**config.mk**
```make
export PLATFORM = sky130hd
export DESIGN_NAME = ag_tcu_block_scaler
export DESIGN_NICKNAME = d
export VERILOG_FILES = /design/src/rtl/ag_tcu_block_scaler.sv
export SDC_FILE = /design/constraint.sdc
export NUM_CORES = 2
export LEC_CHECK = 0
export BUFFER_PORTS_ARGS = -buffer_cell sky130_fd_sc_hd__clkbuf_2
export CORE_MARGIN = 2
export CORE_UTILIZATION = 30
export CTS_CLUSTER_SIZE = 10
export DETAILED_ROUTE_END_ITERATION = 12
export GPL_ROUTABILITY_DRIVEN = 1
export PLACE_DENSITY = 0.52
export SLEW_MARGIN = 20
export SYNTH_ARGS = -nofsm -noshare
export SYNTH_HDL_FRONTEND = slang
export SYNTH_SLANG_ARGS = --single-unit
```
**constraint.sdc**
```tcl
create_clock -name clk -period 24.8 [get_ports clk]
set_input_delay 4.96 -clock clk [delete_from_list [all_inputs] [get_ports clk]]
set_output_delay 4.96 -clock clk [all_outputs]
set_load 0.01 [all_outputs]
```
**src/rtl/ag_tcu_block_scaler.sv**
```systemverilog
// E8M0 block-scale and saturating K-tile accumulate. A closing beat accepted in cycle T gives out_valid in T+2.
// Only closing beats stall, and only while an unread result is held. AG_TCU_SCALER_ROUND_EN selects half-up right shifts.
module ag_tcu_block_scaler #(
    parameter int NUM_LANES  = 4,
    parameter int DATAW      = 24,
    parameter int ACCW       = 32,
    parameter int SCALEW     = 8,
    parameter int SCALE_BIAS = 127,
    parameter int MAX_STEPS  = 8,
    parameter int TAGW       = 4
) (
    input  logic                       clk,
    input  logic                       reset,
    input  logic                       in_valid,
    output logic                       in_ready,
    input  logic [NUM_LANES*DATAW-1:0] in_data,
    input  logic [SCALEW-1:0]          in_scale_a,
    input  logic [SCALEW-1:0]          in_scale_b,
    input  logic                       in_last,
    input  logic [TAGW-1:0]            in_tag,
    output logic                       out_valid,
    input  logic                       out_ready,
    output logic [NUM_LANES*ACCW-1:0]  out_data,
    output logic [TAGW-1:0]            out_tag,
    output logic [NUM_LANES-1:0]       out_sat,
    output logic                       out_nan,
    output logic                       out_forced
);

    localparam int SHW  = SCALEW + 2;
    localparam int CNTW = $clog2(MAX_STEPS);
    localparam logic signed [ACCW-1:0] ACC_MAX = {1'b0, {(ACCW-1){1'b1}}};
    localparam logic signed [ACCW-1:0] ACC_MIN = {1'b1, {(ACCW-1){1'b0}}};
    localparam logic signed [SHW-1:0]  SH_MAX  = SHW'(ACCW - 1);
    localparam logic signed [SHW-1:0]  SH_MIN  = -SH_MAX;

    typedef enum logic {IDLE, ACCUM} state_t;

    // Returns {sat, value}: one lane scaled by 2^sh with ACCW saturation.
    function automatic logic [ACCW:0] scale_lane(
        input logic signed [DATAW-1:0] d,
        input logic signed [SHW-1:0]   sh
    );
        logic signed [ACCW-1:0]   ext;
        logic signed [ACCW-1:0]   val;
        logic signed [2*ACCW-1:0] wide;
        logic [SHW-1:0]           amt;
        logic                     sat;
`ifdef AG_TCU_SCALER_ROUND_EN
        logic signed [ACCW:0]     rsum;
        logic signed [ACCW-1:0]   rsat;
`endif
        ext  = ACCW'(d);
        sat  = 1'b0;
        wide = '0;
        if (!sh[SHW-1]) begin
            amt  = sh;
            wide = (2*ACCW)'(ext) <<< amt;
            if (wide > (2*ACCW)'(ACC_MAX)) begin
                val = ACC_MAX;
                sat = 1'b1;
            end else if (wide < (2*ACCW)'(ACC_MIN)) begin
                val = ACC_MIN;
                sat = 1'b1;
            end else begin
                val = ACCW'(wide);
            end
        end else begin
            amt = -sh;
`ifdef AG_TCU_SCALER_ROUND_EN
            rsum = (ACCW+1)'(ext) + ((ACCW+1)'(1) << (amt - SHW'(1)));
            if (rsum > (ACCW+1)'(ACC_MAX)) begin
                rsat = ACC_MAX;
                sat  = 1'b1;
            end else begin
                rsat = ACCW'(rsum);
            end
            val = rsat >>> amt;
`else
            val = ext >>> amt;
`endif
        end
        return {sat, val};
    endfunction

    logic signed [SHW-1:0]  raw_shift;
    logic signed [SHW-1:0]  shift;
    logic                   in_nan;
    logic [ACCW:0]          lane_res;
    logic signed [ACCW-1:0] in_lane [NUM_LANES];
    logic [NUM_LANES-1:0]   in_sat;

    logic                   s1_valid;
    logic signed [ACCW-1:0] s1_lane [NUM_LANES];
    logic [NUM_LANES-1:0]   s1_sat;
    logic                   s1_nan;
    logic                   s1_last;
    logic [TAGW-1:0]        s1_tag;

    state_t                 state;
    state_t                 state_nxt;
    logic [CNTW-1:0]        step_cnt;
    logic                   at_limit;
    logic                   beat_closing;
    logic                   beat_forced;
    logic                   s1_advance;

    logic signed [ACCW-1:0] acc [NUM_LANES];
    logic [NUM_LANES-1:0]   acc_sat;
    logic                   acc_nan;
    logic signed [ACCW:0]   add_wide;
    logic signed [ACCW-1:0] acc_nxt [NUM_LANES];
    logic [NUM_LANES-1:0]   add_sat;
    logic [NUM_LANES-1:0]   sat_nxt;

    // Stage 1: combined exponent, clamped so every shift stays inside the accumulator width.
    always_comb begin
        raw_shift = $signed({2'b00, in_scale_a}) + $signed({2'b00, in_scale_b})
                  - SHW'(2 * SCALE_BIAS);
        if (raw_shift > SH_MAX) begin
            shift = SH_MAX;
        end else if (raw_shift < SH_MIN) begin
            shift = SH_MIN;
        end else begin
            shift = raw_shift;
        end
        in_nan   = (in_scale_a == '1) || (in_scale_b == '1);
        lane_res = '0;
        for (int i = 0; i < NUM_LANES; i++) begin
            lane_res   = scale_lane(in_data[i*DATAW +: DATAW], shift);
            in_lane[i] = in_nan ? '0 : lane_res[ACCW-1:0];
            in_sat[i]  = !in_nan && lane_res[ACCW];
        end
    end

    assign in_ready = !s1_valid || s1_advance;

    always_ff @(posedge clk) begin
        if (reset) begin
            s1_valid <= 1'b0;
            s1_sat   <= '0;
            s1_nan   <= 1'b0;
            s1_last  <= 1'b0;
            s1_tag   <= '0;
            for (int i = 0; i < NUM_LANES; i++) begin
                s1_lane[i] <= '0;
            end
        end else if (in_ready) begin
            s1_valid <= in_valid;
            if (in_valid) begin
                s1_lane <= in_lane;
                s1_sat  <= in_sat;
                s1_nan  <= in_nan;
                s1_last <= in_last;
                s1_tag  <= in_tag;
            end
        end
    end

    always_ff @(posedge clk) begin
        if (reset) begin
            state <= IDLE;
        end else begin
            state <= state_nxt;
        end
    end

    always_comb begin
        state_nxt = state;
        case (state)
            IDLE:    if (s1_advance && !beat_closing) state_nxt = ACCUM;
            ACCUM:   if (s1_advance && beat_closing)  state_nxt = IDLE;
            default: state_nxt = IDLE;
        endcase
    end

    // A closing beat may only leave S1 when the result register can take it.
    always_comb begin
        at_limit     = (state == ACCUM) && (step_cnt == CNTW'(MAX_STEPS - 1));
        beat_closing = s1_last || at_limit;
        beat_forced  = at_limit && !s1_last;
        s1_advance   = s1_valid && (!beat_closing || !out_valid || out_ready);
    end

    always_comb begin
        add_wide = '0;
        add_sat  = '0;
        for (int i = 0; i < NUM_LANES; i++) begin
            add_wide = (ACCW+1)'(acc[i]) + (ACCW+1)'(s1_lane[i]);
            if (add_wide > (ACCW+1)'(ACC_MAX)) begin
                acc_nxt[i] = ACC_MAX;
                add_sat[i] = 1'b1;
            end else if (add_wide < (ACCW+1)'(ACC_MIN)) begin
                acc_nxt[i] = ACC_MIN;
                add_sat[i] = 1'b1;
            end else begin
                acc_nxt[i] = ACCW'(add_wide);
            end
        end
        sat_nxt = acc_sat | s1_sat | add_sat;
    end

    always_ff @(posedge clk) begin
        if (reset) begin
            acc_sat  <= '0;
            acc_nan  <= 1'b0;
            step_cnt <= '0;
            for (int i = 0; i < NUM_LANES; i++) begin
                acc[i] <= '0;
            end
        end else if (s1_advance) begin
            if (beat_closing) begin
                acc_sat  <= '0;
                acc_nan  <= 1'b0;
                step_cnt <= '0;
                for (int i = 0; i < NUM_LANES; i++) begin
                    acc[i] <= '0;
                end
            end else begin
                acc      <= acc_nxt;
                acc_sat  <= sat_nxt;
                acc_nan  <= acc_nan | s1_nan;
                step_cnt <= step_cnt + CNTW'(1);
            end
        end
    end

    always_ff @(posedge clk) begin
        if (reset) begin
            out_valid  <= 1'b0;
            out_data   <= '0;
            out_tag    <= '0;
            out_sat    <= '0;
            out_nan    <= 1'b0;
            out_forced <= 1'b0;
        end else if (s1_advance && beat_closing) begin
            out_valid  <= 1'b1;
            out_tag    <= s1_tag;
            out_sat    <= sat_nxt;
            out_nan    <= acc_nan | s1_nan;
            out_forced <= beat_forced;
            for (int i = 0; i < NUM_LANES; i++) begin
                out_data[i*ACCW +: ACCW] <= acc_nxt[i];
            end
        end else if (out_valid && out_ready) begin
            out_valid <= 1'b0;
        end
    end

endmodule

```
* After elaboration in Yosys (flattened, before gate mapping)
Cells that the tools add are included.
Storage, ports and cells: register bits after elaboration 415, latch bits 0, memory bits (writable) 0, bits in read-only memories 0, input port bits 121, output and inout bits 140, logic and storage cells 141, memories kept 0
Operators by class: add/sub/neg operators 8, $mul 0, div/mod/pow operators 0, order comparisons 18, equality and inequality tests 3, shift-type cells 8, muxes and demuxes 55, bitwise operators 4, reduce and logical (&&, ||, !) cells 22
Operator list (number):
- 2-to-1 mux 32 bit | 24
- > comparator 64 x 32 -> 1 bit, second input constant | 4
- < comparator 64 x 32 -> 1 bit, second input constant | 4
- <<< shifter 24 x 10 -> 64 bit | 4
- adder 32 x 32 -> 33 bit | 4
- > comparator 33 x 32 -> 1 bit, second input constant | 4
- < comparator 33 x 32 -> 1 bit, second input constant | 4
- 2-to-1 mux 128 bit | 1
- >>> shifter 24 x 10 -> 32 bit | 4
- 2-to-1 mux 1 bit | 25
- 2-to-1 mux 10 bit | 2
- == test 8 bit, second input constant | 2
- > comparator 10 x 6 -> 1 bit, second input constant | 1
- logical AND 1 bit | 10
- < comparator 10 x 6 -> 1 bit, second input constant | 1
- negator 10 bit | 1
- subtractor 9 x 8 -> 10 bit, second input constant | 1
- adder 8 x 8 -> 9 bit | 1
- bitwise OR 4 bit | 2
- zero test 1 bit | 5
- logical OR 1 bit | 5
- 2-to-1 mux 4 bit | 1
- adder 3 x 1 -> 3 bit, second input constant | 1
- == test 3 bit, second input constant | 1
- other kinds (6) | 6

* Logic depth before layout (Yosys ltp)
depth in word-level cells 11, gate-level depth with buffers 39

* Worst setup path after synthesis
Ideal clock, no wire load.
kind input port to flip-flop, from in in_scale_a[1], to reg s1_lane[2] (netlist name), library setup time 0.117 ns, arrival 12.822 ns, required time 24.683 ns, setup slack 11.861 ns, cell stages on the path 39, path buffers 14, cell sequence inv_1 -> ha_1 -> inv_1 -> ha_1 -> fa_1 -> a21o_1 -> a221o_1 -> a21oi_1 -> inv_1 -> buf_2 -> buf_2 -> buf_2 -> buf_1 -> ha_1 -> clkbuf_1 -> or2_2 -> clkbuf_1 -> a2111oi_4 -> [... 3 more ...] -> buf_1 -> clkbuf_1 -> clkbuf_1 -> ha_1 -> nand4_1 -> xnor2_1 -> o211ai_1 -> a21oi_1 -> buf_2 -> buf_2 -> buf_2 -> buf_1 -> o21ai_0 -> o21ai_0 -> o21ai_0 -> a31oi_1 -> nor2_1 -> a22o_1
On the way: longest elaborated chain between the ends 11, elaborated cells between the ends (all ways) 17
RTL lines:
- start: declaration | line 17 | input logic [SCALEW-1:0] in_scale_a,
- adder 8 x 8 -> 9 bit | line 118 | raw_shift = $signed({2'b00, in_scale_a}) + $signed({2'b00, in_scale_b})
- subtractor 9 x 8 -> 10 bit | line 119 | - SHW'(2 * SCALE_BIAS);
- < comparator 10 x 6 -> 1 bit | line 122 | end else if (raw_shift < SH_MIN) begin
- 2-to-1 mux 10 bit | line 122
- 2-to-1 mux 10 bit | line 120 | if (raw_shift > SH_MAX) begin
- <<< shifter 24 x 10 -> 64 bit | line 58 | wide = (2*ACCW)'(ext) <<< amt;
- < comparator 64 x 32 -> 1 bit | line 62 | end else if (wide < (2*ACCW)'(ACC_MIN)) begin
- 2-to-1 mux 32 bit | line 62
- 2-to-1 mux 32 bit | line 59 | if (wide > (2*ACCW)'(ACC_MAX)) begin
- 2-to-1 mux 32 bit | line 56 | if (!sh[SHW-1]) begin
- 2-to-1 mux 32 bit * | line 131 | in_lane[i] = in_nan ? '0 : lane_res[ACCW-1:0];
- end signal: assignment | line 151 | s1_lane <= in_lane;
- end: declaration | line 94 | logic signed [ACCW-1:0] s1_lane [NUM_LANES];
Mark *: on every way between the ends. The rest lies on a longest branch, timed or not. A chain may end at the register's enable or synchronous reset.

* Final worst setup path
from in in_scale_a[1], to reg s1_lane[96] (netlist name)
Same word-level chain as after synthesis.

==> metrics <==
status completed; Rel. slew slack 0.119; Worst Hold End s1_sat[1]; vias in the first global route 48.1k; Lkg Pwr 0.0179 µW; GPL Wtd Cong 1.07; worst hold path type reg2reg; IO Port Bufs 260; Startpoint Class input pin; Clock Latency Late Sink 0.65 ns; depth of the CTS H-tree 2; # fillers 14.3k; CP bufs+invs 12; Area Overhead vs Synth 14.0%; Hold Vio Cnt, Final 0; Reg2Reg Depth 17; register area 8310 µm²; vias per inst 6.73; setup slack, reg-to-reg 19.06 ns; reg2reg start s1_lane[0]; number of placement rows 133; largest net degree at the start of global routing 79; Die Wd 369 µm; CP peak stage delay 0.98 ns; DRC errors left 0; # nets final 6,119; Yosys reg bits 415; Core Region 132,000 µm²; total iterations of the first detailed-routing run 7; synth warn 0; max cap viols 0; final worst path period share 0.613; DPL Wire Length 229,000 µm; RSZ-0062 raised after global routing no; final setup violating endpoints 0; CP max stage cell clkinv_2; DIE AREA 136,000 µm²; clk sinks 415; Post-Route WL 303,000 µm; critical path data arrival time 15.80 ns; crit-path max FO 50; Top Ports 261; Reg clk slew, reported paths 0.06 ns; Netlist cell types 109; Pwr Density 91.1 nW/µm²; cell area after synthesis 40,000 µm²; sum of negative setup slack 0 ns; nature of the critical path endpoint flop; Top FF cell, synth dfxtp_1; Multi-input gate area 30,000 µm²; net count after synthesis 6,037; wire per inst 39.6 µm; gr ovfl total 0; minimum clock period 15.20 ns; Slew Viols, Final 0; PnR Total Power 4150 µW; starting DRC count in detailed routing 6,546; number of enable flip-flop cells after synthesis 0; maximum VDD drop 0.0000542 V; Die Span Y 369 µm; Mapped Cells 5,763; vias after detailed routing 51.4k; root buffer cell clkbuf_16; delay-heaviest family, CP buffers and inverters; TritonCTS Buffers 52; hold path start s1_sat[1]; syn avg cell area 6.93 µm²; cts hold-fix bufs 0; Max Freq 65.8 MHz; r2r endpoint acc[7]; global-route usage over all layers 0.428; Max Root-Sink Buffers 3; first-pass GRT wire length 409,000 µm; initial core utilization 0.303; fraction of layout cells with a size suffix above 1 0.135; critical path class in2reg; Seq/Total Area, Yosys 0.208; initial antenna violation count 26; setup clock skew after layout 0.0344 ns; Critical Path RT 25.40 ns; worst slew pin tran 1.32 ns; asr flop ratio synth 0; post-CTS sizing 0; worst hold path depth 2; Crit path top cell by count buf_4; DRT antenna net count 0; postcts setup bufs 0; TritonCTS clock tree built
## worst max-delay path by stage
stage                  start          end  slack [ns]  cells past startpoint
2_1_floorplan  in_scale_a[1]   s1_lane[2]       11.86                     39
3_3_place_gp   in_scale_a[1]  s1_lane[36]        9.58                     31
3_5_place_dp   in_scale_a[1]  s1_lane[32]        9.45                     31
4_1_cts        in_scale_a[1]  s1_lane[32]       10.10                     31
5_1_grt        in_scale_a[1]  s1_lane[32]        9.34                     31
6_report       in_scale_a[1]  s1_lane[96]        9.60                     30
## synthesized netlist by cell type, types with 48 or more instances
master / number / area [µm²]
dfxtp_1: 415 / 8310
a31oi_1: 112 / 701
buf_2: 72 / 360
o22ai_1: 73 / 457
o211ai_1: 108 / 811
mux2i_1: 187 / 1870
a211oi_1: 94 / 706
nand2_1: 874 / 3280
buf_1: 57 / 214
ha_1: 147 / 1840
nor2_1: 523 / 1960
and3_1: 54 / 338
a221oi_1: 48 / 420
nor3_1: 121 / 606
o21a_1: 50 / 375
a22o_1: 59 / 517
xnor2_1: 84 / 736
a21oi_1: 484 / 2420
clkbuf_1: 306 / 1150
inv_1: 71 / 267
nand3_1: 162 / 811
a21o_1: 88 / 661
o21ai_0: 597 / 2990
## cell usage in the layout, fill, tap and decap left out, types with 41 or more instances in the layout
cell type and n:
a211oi_1 90, a21o_1 88, a21oi_1 470, a221oi_1 46, a22o_1 59, a31oi_1 110, and2_1 43, and3_1 52
buf_4 232, clkbuf_16 52, clkbuf_2 259, dfxtp_1 415, ha_1 146, inv_1 69, mux2i_1 187, nand2_1 871
nand2b_1 43, nand3_1 159, nand4_1 46, nor2_1 496, nor3_1 115, o211ai_1 108, o21a_1 50, o21ai_0 592
o221ai_1 42, o22ai_1 71, or3_1 41, xnor2_1 79
## metal layers
layer,track usage,wire [µm]
met3,0.120,31100
met2,0.636,126000
met5,0,127
met1,0.528,120000
met4,0.309,26300
## area by class of cell
type | count | area share
clock inverter | 11 | 0.00412
sequential | 415 | 0.182
multi-input combinational | 4806 | 0.659
timing repair buffer | 496 | 0.0680
clock buffer | 68 | 0.0314
tap | 1755 | 0.0482
antenna | 16 | 0.000879
inverter | 74 | 0.00618
## stage by stage
step	cell area, µm²	hold WS [ns]	worst slack [ns]	instances	util
2_1_floorplan	40000	0.416	11.86	5763	-
3_3_place_gp	43800	0.436	9.58	7542	0.332
3_5_place_dp	43800	0.439	9.45	7545	0.333
4_1_cts	45500	0.447	10.10	7624	0.345
5_1_grt	45500	0.463	9.34	7626	0.345
6_report	45500	0.446	9.60	7641	0.345
## worst register-to-register path: stages, from the launching register on
cell	delay, ns
dfxtp_1	0.35
ha_1	0.24
fa_1	0.40
a21o_1	0.17
a21oi_1	0.21
o21bai_1	0.10
a21oi_1	0.31
o21ai_0	0.25
o31ai_1	0.45
nand3_1	0.20
a31oi_1	0.37
a311o_1	0.27
a21boi_0	0.12
o21a_1	0.21
o31ai_1	0.61
nor2b_1	0.31
or3_1	0.76
o21ai_0	0.25
## state kept, by name, summed over array words and instances (netlist names), 3 cells and up, named ones only
signal    count
s1_sat        4
acc         128
step_cnt      3
s1_tag        4
out_tag       4
out_sat       4
acc_sat       4
out_data    128
s1_lane     128
## power breakdown
group | total, µW | internal [µW] | leakage (µW) | switching, µW
clock network | 739 | 433 | 0.000792 | 306
logic | 2570 | 692 | 0.0138 | 1880
registers | 837 | 761 | 0.00340 | 76.2
total | 4150 | 1890 | 0.0179 | 2260
## cell families after synthesis
kind of cell / synth area share
AOI/OAI and AO/OA: 0.372
and+or+nand+nor: 0.231
buffers and inverters: 0.0562
DFF: 0.208
muxes: 0.0587
adders and majority gates: 0.0493
xor gates and xnor gates: 0.0252
(Power assumes the default switching activity.)
